**config.mk**
```make
export PLATFORM = sky130hd
export DESIGN_NAME = uart_hex_display
export DESIGN_NICKNAME = d
export VERILOG_FILES = /design/src/rtl/uart_hex_display.sv
export SDC_FILE = /design/constraint.sdc
export NUM_CORES = 1
export LEC_CHECK = 0
export ABC_AREA = 1
export CAP_MARGIN = 20
export CORE_ASPECT_RATIO = 1.4
export CORE_MARGIN = 4
export CORE_UTILIZATION = 55
export CTS_CLUSTER_DIAMETER = 200
export CTS_CLUSTER_SIZE = 40
export DETAILED_ROUTE_END_ITERATION = 6
export HOLD_SLACK_MARGIN = 0.15
export PLACE_DENSITY = 0.79
export SKIP_LAST_GASP = 1
export SLEW_MARGIN = 10
export SYNTH_ARGS = -nofsm -noshare
export SYNTH_HDL_FRONTEND = slang
export SYNTH_SLANG_ARGS = --single-unit
```
**constraint.sdc**
```tcl
create_clock -name clk -period 3.7 [get_ports clk]
set_input_delay 0.74 -clock clk [delete_from_list [all_inputs] [get_ports clk]]
set_output_delay 0.74 -clock clk [all_outputs]
set_load 0.02 [all_outputs]
```
**src/rtl/uart_hex_display.sv**
```systemverilog
// Shifts received bytes into a DIGITS-nibble hex buffer and scans it onto a multiplexed 7-segment display.
// Optional leading-zero blanking is enabled with `define UART_HEX_DISPLAY_LZ_BLANK_EN.
module uart_hex_display #(
   parameter int DIGITS          = 4,
   parameter int DWELL_CYCLES    = 25000,
   parameter int SEG_ACTIVE_HIGH = 1
) (
   input  logic              clk,
   input  logic              reset,
   input  logic [7:0]        rx_data,
   input  logic              rx_ready,
   input  logic              clr,
   input  logic              hold,
   input  logic [2:0]        bright,
   output logic [6:0]        seg,
   output logic [DIGITS-1:0] dsen
);

   localparam int CW       = $clog2(DWELL_CYCLES);
   localparam int IW       = $clog2(DIGITS);
   localparam int SLOT_LEN = DWELL_CYCLES / 8;
   localparam logic [6:0] SEG_OFF = (SEG_ACTIVE_HIGH != 0) ? 7'h00 : 7'h7F;

   logic [DIGITS-1:0][3:0] r_buf;
   logic [CW-1:0]          r_cnt;
   logic [IW-1:0]          r_idx;
   logic [6:0]             r_seg;
   logic [DIGITS-1:0]      r_dsen;

   logic [2:0]             w_slot;
   logic                   w_blank;
   logic                   w_en;
   logic [3:0]             w_nib;
   logic [6:0]             w_seg_nxt;
   logic [DIGITS-1:0]      w_dsen_nxt;

   function automatic logic [6:0] hex7(input logic [3:0] n);
      case (n)
         4'h0: hex7 = 7'h3F;
         4'h1: hex7 = 7'h06;
         4'h2: hex7 = 7'h5B;
         4'h3: hex7 = 7'h4F;
         4'h4: hex7 = 7'h66;
         4'h5: hex7 = 7'h6D;
         4'h6: hex7 = 7'h7D;
         4'h7: hex7 = 7'h07;
         4'h8: hex7 = 7'h7F;
         4'h9: hex7 = 7'h6F;
         4'hA: hex7 = 7'h77;
         4'hB: hex7 = 7'h7C;
         4'hC: hex7 = 7'h39;
         4'hD: hex7 = 7'h5E;
         4'hE: hex7 = 7'h79;
         default: hex7 = 7'h71;
      endcase
   endfunction

   // Handshake: no back-pressure. Every cycle rx_ready is high, rx_data is a
   // complete byte and causes exactly one two-nibble shift (unless clr/hold).
   always_ff @(posedge clk or negedge reset) begin
      if (!reset) begin
         r_buf <= '0;
      end else if (clr) begin
         r_buf <= '0;
      end else if (!hold && rx_ready) begin
         for (int k = DIGITS - 1; k >= 2; k--) begin
            r_buf[k] <= r_buf[k-2];
         end
         r_buf[1] <= rx_data[7:4];
         r_buf[0] <= rx_data[3:0];
      end
   end

   // Scan timing is free-running and never disturbed by rx, clr or hold.
   always_ff @(posedge clk or negedge reset) begin
      if (!reset) begin
         r_cnt <= '0;
         r_idx <= '0;
      end else if (r_cnt == CW'(DWELL_CYCLES - 1)) begin
         r_cnt <= '0;
         r_idx <= (r_idx == IW'(DIGITS - 1)) ? '0 : r_idx + 1'b1;
      end else begin
         r_cnt <= r_cnt + 1'b1;
      end
   end

   always_comb begin
      w_slot  = 3'(r_cnt / CW'(SLOT_LEN));
      w_nib   = r_buf[r_idx];
      w_blank = 1'b0;
`ifdef UART_HEX_DISPLAY_LZ_BLANK_EN
      // Blank the selected digit when it and every digit above it are zero.
      w_blank = (r_idx != '0);
      for (int k = 0; k < DIGITS; k++) begin
         if ((IW'(k) >= r_idx) && (r_buf[k] != 4'h0)) begin
            w_blank = 1'b0;
         end
      end
`endif
      w_en       = (w_slot <= bright) && !w_blank;
      w_dsen_nxt = '1;
      if (w_en) begin
         w_dsen_nxt[r_idx] = 1'b0;
      end
      w_seg_nxt = (SEG_ACTIVE_HIGH != 0) ? hex7(w_nib) : ~hex7(w_nib);
   end

   always_ff @(posedge clk or negedge reset) begin
      if (!reset) begin
         r_seg  <= SEG_OFF;
         r_dsen <= '1;
      end else begin
         r_seg  <= w_seg_nxt;
         r_dsen <= w_dsen_nxt;
      end
   end

   assign seg  = r_seg;
   assign dsen = r_dsen;

endmodule

```
# Yosys cells after proc, flatten, opt, wreduce, memory -nomap -nowiden
# Memory sizes are Yosys's and may differ from the RTL's. A register that Yosys moved wholly into a read port is not among the register bits.
# Cells that the tools add are included.
# W data, S select, Z words.
# totals
reg_bits,37
latchBits,0
mem_bits_rw,0
romBits,112
input_bits,16
out_inout_bits,11
elab_cells,31
mem_count,1
# classes
addsub,2
n_mul,0
div_mod_pow,1
magnitude_cmp,3
n_eq_ne,2
n_shift,0
mux,9
bitwise_logic,1
n_reduce_logical,5
# memory_table
name,depth,word_bits,read_ports,rd_ports_with_merged_regs,write_ports,line,rtl
(no name shown),16,7,1,1,0,38,case (n)
# ops
operator,count
$mux W16,2
$add A15 B1 Y15 const B,1
$div A15 B12 Y15 const B,1
$eq A15 B15 Y1 const B,1
$mux W15,1
$bmux W4 S2,1
$mux W4,2
$not A4 Y4,1
$le A3 B3 Y1,1
$lt A2 B3 Y1 const B,1
$add A2 B1 Y2 const B,1
$demux W1 S2,1
$eq A2 B2 Y1 const B,1
$ge A2 B1 Y1 const B,1
$logic_and A1 B1 Y1,2
$logic_not A1 Y1,2
$mux W2,1
$reduce_bool A2 Y1,1
$mux W1,1

# Depth between registers and ports, before layout
# Gate-level depths: netlist of run 1.
# depth
ltp_word,6
mapped_depth,37
ltp_nobuf,35

# Worst setup path after synthesis of run 1
# No wires, ideal clock.
# synth_timing
path_kind,reg2reg
from,reg r_cnt[4]
to,"reg r_dsen[0], in the netlist dsen[0]"
setup_ns,0.079
t_arrival_ns,3.269
t_required_ns,3.621
slack_ns,0.351
stages_incl_launch_ff,32
path_buffers,3
period_less_slack_ns,3.349
path_cell_list,dfrtp_1 buf_6 inv_2 nand2_2 nand2_2 nand2_2 nand2_4 nand2_4 nand3_4 inv_2 nand2_2 nand2_4 nor2_2 nand2_2 nor2_2 nand2_2 nand3_4 buf_6 nand2_1 xor2_1 nand2_1 nand2_1 nand2_4 buf_6 o21bai_2 nand3_1 nor2_1 a21oi_2 ha_1 nand3_1 nand2_1 nand2_1
# synth_between
elab_chain_cells,3
# synth_lines
element,line,rtl
"start, declared",25,logic [CW-1:0] r_cnt;
"start signal, assigned",83,r_cnt <= r_cnt + 1'b1;
$div A15 B12 Y15,88,w_slot = 3'(r_cnt / CW'(SLOT_LEN));
$le A3 B3 Y1,100,w_en = (w_slot <= bright) && !w_blank;
$mux W4,102,if (w_en) begin
named net w_dsen_nxt[0],35,logic [DIGITS-1:0] w_dsen_nxt;
"end signal, assigned",114,r_dsen <= w_dsen_nxt;
"end, declared",28,logic [DIGITS-1:0] r_dsen;
# The timed path passes the listed nets, and every way through them passes these cells.
# A chain may end at the register's enable or synchronous reset.

# Worst setup path after layout of run 1
# layout_timing
from,reg r_cnt[6]
to,"reg r_dsen[0], in the netlist dsen[0]"
# Same word-level chain as after synthesis.

==> run summary, run 1 <==
Post-synth EDFFs: 0
Worst Skew: 0.00853 ns
Routability Congestion: 0.903
Area occupied by multi-input gates: 0.00254 mm²
Final setup TNS: 0 ns
Synth unique cells: 40
Clock buffer count from CTS: 5
Commonest non-fill, non-tap cell in the layout: nand2_1
Max H-tree Level: 2
# IOs: 27
Final instance area: 0.00495 mm²
Post-synthesis compound-gate area fraction: 0.0972
CTS Sinks: 44
Max-cap viol count: 0
Initial Util: 0.568
Endpoints failing setup: 0
DP Area: 0.00429 mm²
Gr ovfl total: 0
Area growth, synth to finish: 31.7%
Die height: 106 µm
WHS: 0.471 ns
Sequential area share after synthesis: 0.294
FP Rows: 35
Count of nets after finishing: 669
Worst min path class: reg2reg
Post-DP HPWL: 6990 µm
Pleak: 2.46 nW
Critical path's slowest cell: dfrtp_2
N_diodes: 0
Ys flop type: dfrtp_1
Post-Syn Instances: 556
Antenna Violating Nets Remaining: 0
Worst-Margin Slew: 0.943 ns
Worst R2R Setup Slack: 0.07 ns
Simple-Gate Fraction of Synth Area: 0.418
Period utilization: 0.982
Crit. End Element: register
Outcome: complete, no violations
Startpoint types: register
Synth Area in XOR/XNOR: 0.0233
Slew headroom: 0.372
First-pass GRT wire length: 15100 µm
Yosys warns: 0
DIE AREA: 0.00824 mm²
Highest Clock Rate: 0.275 GHz
Max-slew violation count: 0
Setup repair after global routing missed its margin: yes
VDD IR max: 0.286 mV
Commonest non-fill, non-tap cells in the layout: nand2_1, inv_1, buf_4
Data required time of the critical path: 3.94 ns
Final hold violations: 0
Buf+Inv Stages, Crit Path: 3
Syn Nets: 589
Die width: 77.9 µm
Crit path max fanout: 7
Final Critical Period: 3.63 ns
DP Cell Count: 693
Initial DRT Pass Iterations: 5
Port Buffers: 26
Total wire length: 9650 µm
Routed length per instance: 13.2 µm
Synthesized flop and latch total: 44
Clock slew at reported path FFs: 0.08 ns
Largest net degree at the start of global routing: 45
Bufs on Longest Clock Path: 2
Register Area: 0.00112 mm²
Total Routing Usage GR: 0.222
Post-DR vias/cell: 5.32
Core ar.: 0.00661 mm²
Asr flop ratio synth: 1.00
Hold-fix buffers at CTS: 0
Mapped Area: 0.00376 mm²
Post-synthesis adder-cell area fraction: 0.0566
DRC Markers: 0
Power Density: 200 mW/mm²
Clk Latency, worst-skew pair: 0.30 ns
Arrival @ worst endpoint: 3.87 ns
Mux cell area share after synthesis: 0
1st-iter DRT viols: 164
Number of global-route vias before repair: 3494
Root buf cell: clkbuf_8
CTS tree: built
Top Family by Delay on Critical Path: simple AND/OR/NAND/NOR gates
Critical path class: reg2reg
Via count: 3875
Largest family of logic cells by synthesized area: simple AND/OR/NAND/NOR gates
Filler cell count in the final layout: 483
Non-Filler Instances: 729
Layout cells sized above 1: 0.309
CP max stage delay: 0.48 ns
Initial antenna violation count: 0
Avg Cell Area, Syn: 6.76 µm²
## synthesized netlist by cell type, drive strengths merged, types with 3 or more instances
master	n	area [µm²]
a21oi	21	109
a32oi	3	26.3
buf	9	72.6
clkbuf	6	22.5
clkinv	4	16.3
dfrtp	40	1000
dfstp	4	105
ha	17	213
inv	80	305
nand2	175	762
nand3	60	363
nand4	12	75.1
nor2	55	265
nor3	10	55.1
o21ai	39	199
xor2	9	78.8
## through the flow
stage | power (mW) | worst slack (ns) | util
floorplan | 0.556 | 0.351 | -
global placement | 0.607 | -0.00386 | 0.647
finish | 0.991 | 0.0654 | 0.748
CTS | 0.997 | 0.0116 | 0.668
detailed placement | 0.610 | -0.0906 | 0.648
global route | 1.03 | -0.206 | 0.748
## what timing repair did
| item | CTS | global route |
|---|---|---|
| pin swaps | 1 | 27 |
| setup buffers | 0 | 26 |
| endpoints found under the hold margin | 0 | 0 |
| setup endpoints to repair | 4 | 4 |
| gates cloned | 0 | 2 |
| resized for setup | 4 | 87 |
## registers in the layout, indices dropped and copies added (netlist names)
name	count
dsen	4
r_buf	16
r_cnt	15
r_idx	2
seg	7
## metal layers
layer,part of all wire,track usage,vias up
li1,-,-,1935
met2,0.53,0.420,112
met3,0.033,0.0145,26
met1,0.39,0.254,1802
met4,0.039,0.0852,0
met5,0,0,-
## cell families after synthesis
logic type	Yosys count
AO/OA/AOI/OAI	67
XOR/XNOR	10
adder cells (fa/ha/maj)	17
buffers and inverters	99
flip-flops	44
AND/OR/NAND/NOR	319
## worst paths after layout
check	start	end	cells past startpoint
setup reg to reg	r_cnt[6]$_DFF_PN0_	dsen[0]$_DFF_PN1_	30
min in group asynchronous	reset	r_buf[8]$_DFFE_PN0P_	1
hold / removal	r_cnt[0]$_DFF_PN0_	r_cnt[0]$_DFF_PN0_	1
max in group asynchronous	reset	r_cnt[11]$_DFF_PN0_	1
hold reg to reg	r_cnt[0]$_DFF_PN0_	r_cnt[0]$_DFF_PN0_	1
setup / recovery	r_cnt[6]$_DFF_PN0_	dsen[0]$_DFF_PN1_	30
## power breakdown
| part | switching, mW | internal [mW] |
|---|---|---|
| Sequential | 0.00622 | 0.495 |
| Combinational | 0.0590 | 0.0430 |
| Clock | 0.167 | 0.221 |
| Total | 0.232 | 0.759 |
## worst register-to-register path: cells and delay by family, from the launching register on
kind | cells | cell delay [ns]
compound gates | 1 | 0.03
fa+ha+maj | 1 | 0.28
buf+inv | 3 | 0.26
flops | 1 | 0.48
simple gates | 25 | 2.53
## layout make-up
| class | count | share of cell area |
|---|---|---|
| inverters | 84 | 0.0678 |
| multi-input cells | 415 | 0.513 |
| clock buffers | 6 | 0.0167 |
| well taps | 92 | 0.0233 |
| flip-flops and latches | 44 | 0.226 |
| clock inverters | 2 | 0.00784 |
| repair buffers | 86 | 0.145 |
Note: power is estimated with default switching activity, not from simulation.
==> run 2: changes to the inputs <==
--- a/config.mk
+++ b/config.mk
@@ -6,15 +6,15 @@
 export NUM_CORES = 1
 export LEC_CHECK = 0
 export ABC_AREA = 1
-export CAP_MARGIN = 20
 export CORE_ASPECT_RATIO = 1.4
 export CORE_MARGIN = 4
 export CORE_UTILIZATION = 55
 export CTS_CLUSTER_DIAMETER = 200
 export CTS_CLUSTER_SIZE = 40
 export DETAILED_ROUTE_END_ITERATION = 6
+export DONT_BUFFER_PORTS = 1
 export HOLD_SLACK_MARGIN = 0.15
-export PLACE_DENSITY = 0.79
+export PLACE_DENSITY_LB_ADDON = 0.15
 export SKIP_LAST_GASP = 1
 export SLEW_MARGIN = 10
 export SYNTH_ARGS = -nofsm -noshare
==> run summary, run 2 (same netlist as run 1, synthesis figures left out) <==
CP max stage delay: 0.44 ns
Final hold violations: 0
Port Buffers: 0
Number of global-route vias before repair: 3478
Final instance area: 0.00466 mm²
Cell mode on critical path: nand2_2
Initial Util: 0.568
Worst min path class: in2async
Total Routing Usage GR: 0.222
Gate power share: 0.064
Final Critical Period: 3.69 ns
Initial DRT Pass Iterations: 5
# IOs: 27
N_diodes: 0
Root buf cell: clkbuf_8
Clk Latency, worst-skew pair: 0.29 ns
PnR worst setup slack: 0.00574 ns
Data required time of the critical path: 3.94 ns
Layout cells sized above 1: 0.324
Area growth, synth to finish: 23.9%
Endpoints failing setup: 0
P_sw: 0.214 mW
First-pass GRT wire length: 15000 µm
Initial antenna violation count: 0
Routed length per instance: 13.7 µm
Core ar.: 0.00661 mm²
Power Density: 189 mW/mm²
Post-DP HPWL: 6970 µm
Pleak: 2.34 nW
Clock slew at reported path FFs: 0.08 ns
Gr ovfl total: 0
FP Rows: 35
Cell internal pwr: 0.664 mW
Largest register FFs: 16
Max-slew violation count: 0
Biggest register: r_buf
Routability Congestion: 0.971
Count of nets after finishing: 647
Commonest non-fill, non-tap cell in the layout: nand2_1
DRC Markers: 0
Commonest non-fill, non-tap cells in the layout: nand2_1, inv_1, buf_4
R2R depth: 33
DP Area: 0.00404 mm²
Clock buffer count from CTS: 5
DP Cell Count: 668
Post-DR vias/cell: 5.37
VDD IR max: 0.289 mV
Max-cap viol count: 0
Critical path's slowest cell: dfrtp_2
Startpoint types: register
Crit path max fanout: 7
Non-Filler Instances: 707
Max H-tree Level: 2
Bufs on Longest Clock Path: 2
CTS Sinks: 44
Outcome: complete, no violations
Die width: 77.9 µm
Total wire length: 9660 µm
Worst Skew: 0.00953 ns
Crit. End Element: register
Pre-CTS setup slack: -0.0397 ns
Worst-Margin Slew: 1.04 ns
Die height: 106 µm
Critical path class: reg2reg
CTS tree: built
Arrival @ worst endpoint: 3.93 ns
Clock network power share: 0.351
Antenna Violating Nets Remaining: 0
Setup repair after global routing missed its margin: yes
Period utilization: 0.998
DIE AREA: 0.00824 mm²
Largest net degree at the start of global routing: 41
Slew headroom: 0.302
Sequential share of power: 0.585
Via count: 3798
Switching share of power: 0.244
Highest Clock Rate: 0.271 GHz
Filler cell count in the final layout: 533
1st-iter DRT viols: 151
==> run 2: cell types whose count changed in the layout (fill, tap and decap cells not counted), sizes merged <==
| cell | previous run | this run |
|---|---|---|
| buf | 61 | 65 |
| nand3 | 61 | 60 |
| inv | 81 | 80 |
| clkdlybuf4s50 | 25 | 0 |
| clkbuf | 6 | 7 |
| bufinv | 1 | 0 |
| clkinvlp | 0 | 1 |
==> run 2: metrics by stage <==
step                setup TNS [ns]   util  power, mW  hold WS [ns]
finish                           0  0.704      0.878         0.266
global route                 -1.22  0.704      0.924         0.259
CTS                              0  0.631      0.891         0.267
detailed placement          -0.142  0.611      0.567         0.445
global placement                 0  0.611      0.565         0.445
floorplan                        0      -      0.556         0.432
==> run 2: power groups by stage <==
stage               clock, mW  sequential, mW  combinational [mW]
CTS                     0.322           0.513              0.0554
detailed placement          0           0.523              0.0439
floorplan                   0           0.521              0.0350
finish                  0.308           0.513              0.0564
global placement            0           0.523              0.0427
global route            0.342           0.515              0.0669
==> run 2: area by class of cell <==
cell class	count	area, µm²	share of cell area
Multi-Input combinational cell	414	2470	0.530
Sequential cell	44	1120	0.240
Timing Repair Buffer	65	531	0.114
Inverter	84	332	0.0712
Tap cell	92	115	0.0247
Clock buffer	7	86.3	0.0185
Clock inverter	1	7.51	0.00161
==> run 2: path summary, 6_finish.rpt <==
check	from	to	slack, ns
worst max-delay path	r_cnt[3]$_DFF_PN0_	dsen[2]$_DFF_PN1_	0.006
worst min-delay path	reset	r_buf[11]$_DFFE_PN0P_	0.27
worst max register to register	r_cnt[3]$_DFF_PN0_	dsen[2]$_DFF_PN1_	0.006
worst min register to register	r_buf[0]$_DFFE_PN0P_	r_buf[8]$_DFFE_PN0P_	0.52
max in group asynchronous	reset	r_cnt[8]$_DFF_PN0_	3.21
min in group clk	r_buf[0]$_DFFE_PN0P_	r_buf[8]$_DFFE_PN0P_	0.52
==> run 2: worst max-delay path: cells and delay by family (launching register included) <==
family	cells	cell delay, ns
AND/OR/NAND/NOR	26	2.20
adder cells (fa/ha/maj)	1	0.24
flip-flops	1	0.44
AO/OA/AOI/OAI	1	0.13
buffers and inverters	5	0.61
==> run 2: timing repair <==
item | in CTS | in global routing
gates cloned | 1 | 0
endpoints found under the setup margin | 4 | 4
endpoints found under the hold margin | 40 | 0
buffers inserted | 0 | 29
resized for setup | 3 | 82
pin swaps | 1 | 44
hold buffers | 1 | 0
==> run 2: metal layers <==
layer  track usage  part of all wire  vias up  wire length [µm]
met2         0.423              0.54       90              5260
met1         0.244              0.39     1787              3810
met3        0.0197             0.021       25               205
met5             0                 0        -                 0
li1              -                 -     1896                 -
met4        0.0980             0.040        0               384
==> run 3: changes to the inputs <==
--- a/config.mk
+++ b/config.mk
@@ -10,7 +10,6 @@
 export CORE_MARGIN = 4
 export CORE_UTILIZATION = 55
 export CTS_CLUSTER_DIAMETER = 200
-export CTS_CLUSTER_SIZE = 40
 export DETAILED_ROUTE_END_ITERATION = 6
 export DONT_BUFFER_PORTS = 1
 export HOLD_SLACK_MARGIN = 0.15
==> constraint.sdc (replaced) <==
create_clock -name clk -period 3.4 [get_ports clk]
set_input_delay 0.68 -clock clk [delete_from_list [all_inputs] [get_ports clk]]
set_output_delay 0.68 -clock clk [all_outputs]
set_load 0.02 [all_outputs]
==> run summary, run 3 (same netlist as run 1, synthesis figures left out) <==
Outcome: finished with violations
Failing checks: setup timing
Clock slew at reported path FFs: 0.08 ns
Initial antenna violation count: 0
Pre-CTS setup slack: -0.263 ns
CP max stage delay: 0.41 ns
Clock buffer count from CTS: 5
Worst Skew: 0.0110 ns
Count of nets after finishing: 686
DRC Markers: 0
Worst-Margin Slew: 1.23 ns
N_diodes: 0
Critical path class: reg2reg
Non-Filler Instances: 746
Antenna Violating Nets Remaining: 0
Buf+Inv Stages, Crit Path: 4
Power Density: 200 mW/mm²
Commonest non-fill, non-tap cell in the layout: nand2_1
Critical path's slowest cell: dfrtp_2
Arrival @ worst endpoint: 3.88 ns
Crit path max fanout: 7
Final Critical Period: 3.63 ns
Worst min path class: in2async
Max H-tree Level: 2
Data required time of the critical path: 3.64 ns
CTS tree: built
Initial Util: 0.568
Crit. End Element: register
# IOs: 27
VDD IR max: 0.324 mV
Via count: 4038
First-pass GRT wire length: 16800 µm
DP Cell Count: 714
Highest Clock Rate: 0.275 GHz
Setup repair after global routing missed its margin: yes
Period utilization: 1.07
Top Family by Delay on Critical Path: simple AND/OR/NAND/NOR gates
Final hold violations: 0
Max-slew violation count: 0
CTS Sinks: 44
Area growth, synth to finish: 34.0%
Pleak: 2.62 nW
Core ar.: 0.00661 mm²
FP Rows: 35
Slew headroom: 0.173
PnR worst setup slack: -0.234 ns
1st-iter DRT viols: 153
Port Buffers: 0
Post-layout util: 0.762
Largest net degree at the start of global routing: 41
Filler cell count in the final layout: 476
Clk Latency, worst-skew pair: 0.30 ns
Routability Congestion: 0.867
Post-DP HPWL: 7260 µm
Startpoint types: register
Die height: 106 µm
Area occupied by multi-input gates: 0.00256 mm²
DIE AREA: 0.00824 mm²
Post-DR vias/cell: 5.41
Number of global-route vias before repair: 3923
Root buf cell: clkbuf_8
Endpoints failing setup: 4
Routed length per instance: 13.9 µm
Total wire length: 10400 µm
Gr ovfl total: 0
Die width: 77.9 µm
Layout cells sized above 1: 0.385
Commonest non-fill, non-tap cells in the layout: nand2_1, buf_4, inv_1
Register Area: 0.00111 mm²
Initial DRT Pass Iterations: 5
Max-cap viol count: 0
Biggest register: r_buf
Bufs on Longest Clock Path: 2
Largest register FFs: 16
Total Routing Usage GR: 0.248
run 3: cell types whose count changed in the layout (fill, tap and decap cells not counted), moves of 4 or more:
cell | before | now
nand2_4 | 14 | 19
nor2_2 | 7 | 13
nand2_1 | 120 | 115
buf_4 | 56 | 98
nand3_1 | 47 | 43
buf_6 | 8 | 3
inv_2 | 15 | 20
run 3: through the flow:
step / hold slack [ns] / cell area, µm² / setup TNS [ns] / power (mW)
after floorplan: 0.384 / 3760 / 0 / 0.605
final: 0.209 / 5040 / -0.890 / 1.01
after detailed placement: 0.385 / 4390 / -1.00 / 0.617
after CTS: 0.214 / 4810 / -0.254 / 1.01
after global routing: 0.204 / 5040 / -2.00 / 1.05
after global placement: 0.385 / 4390 / -0.643 / 0.615
run 3: final timing paths:
kind                                            from                     to  slack [ns]  cells after the start
worst min-delay path                           reset  r_buf[15]$_DFFE_PN0P_        0.21                      1
max in group asynchronous                      reset     r_cnt[7]$_DFF_PN0_        2.97                      1
worst min register to register  r_buf[0]$_DFFE_PN0P_   r_buf[8]$_DFFE_PN0P_        0.52                      2
min in group clk                r_buf[0]$_DFFE_PN0P_   r_buf[8]$_DFFE_PN0P_        0.52                      2
worst max register to register    r_cnt[4]$_DFF_PN0_      dsen[2]$_DFF_PN1_       -0.23                     27
worst max-delay path              r_cnt[4]$_DFF_PN0_      dsen[2]$_DFF_PN1_       -0.23                     27
run 3: routing by layer:
metal	up-vias	global-route usage	wire length, µm
met3	37	0.0197	303
met2	125	0.480	5940
met4	0	0.118	424
met1	1912	0.261	3700
met5	-	0	0
li1	1964	-	-
run 3: report_power, final:
part	internal, mW	leakage [nW]	total, mW	switching [mW]
Sequential	0.539	0.552	0.559	0.0202
Combinational	0.0183	2.02	0.0624	0.0440
Clock	0.220	0.0524	0.388	0.168
Total	0.777	2.62	1.01	0.232
run 3: final cells by class:
type,count,area share
Clock buffer,7,0.0152
Clock inverter,1,0.00596
Inverter,84,0.0666
Multi-Input combinational cell,415,0.508
Sequential cell,44,0.221
Tap cell,92,0.0229
Timing Repair Buffer,103,0.161
run 3: timing repair:
action                     4_1_cts  5_1_grt
setup endpoints to repair        4        4
buffers inserted                13        8
gates cloned                     2        0
hold buffers                     1        0
pin swaps                       14       46
hold endpoints to repair        40        0
gates resized for setup         49       51
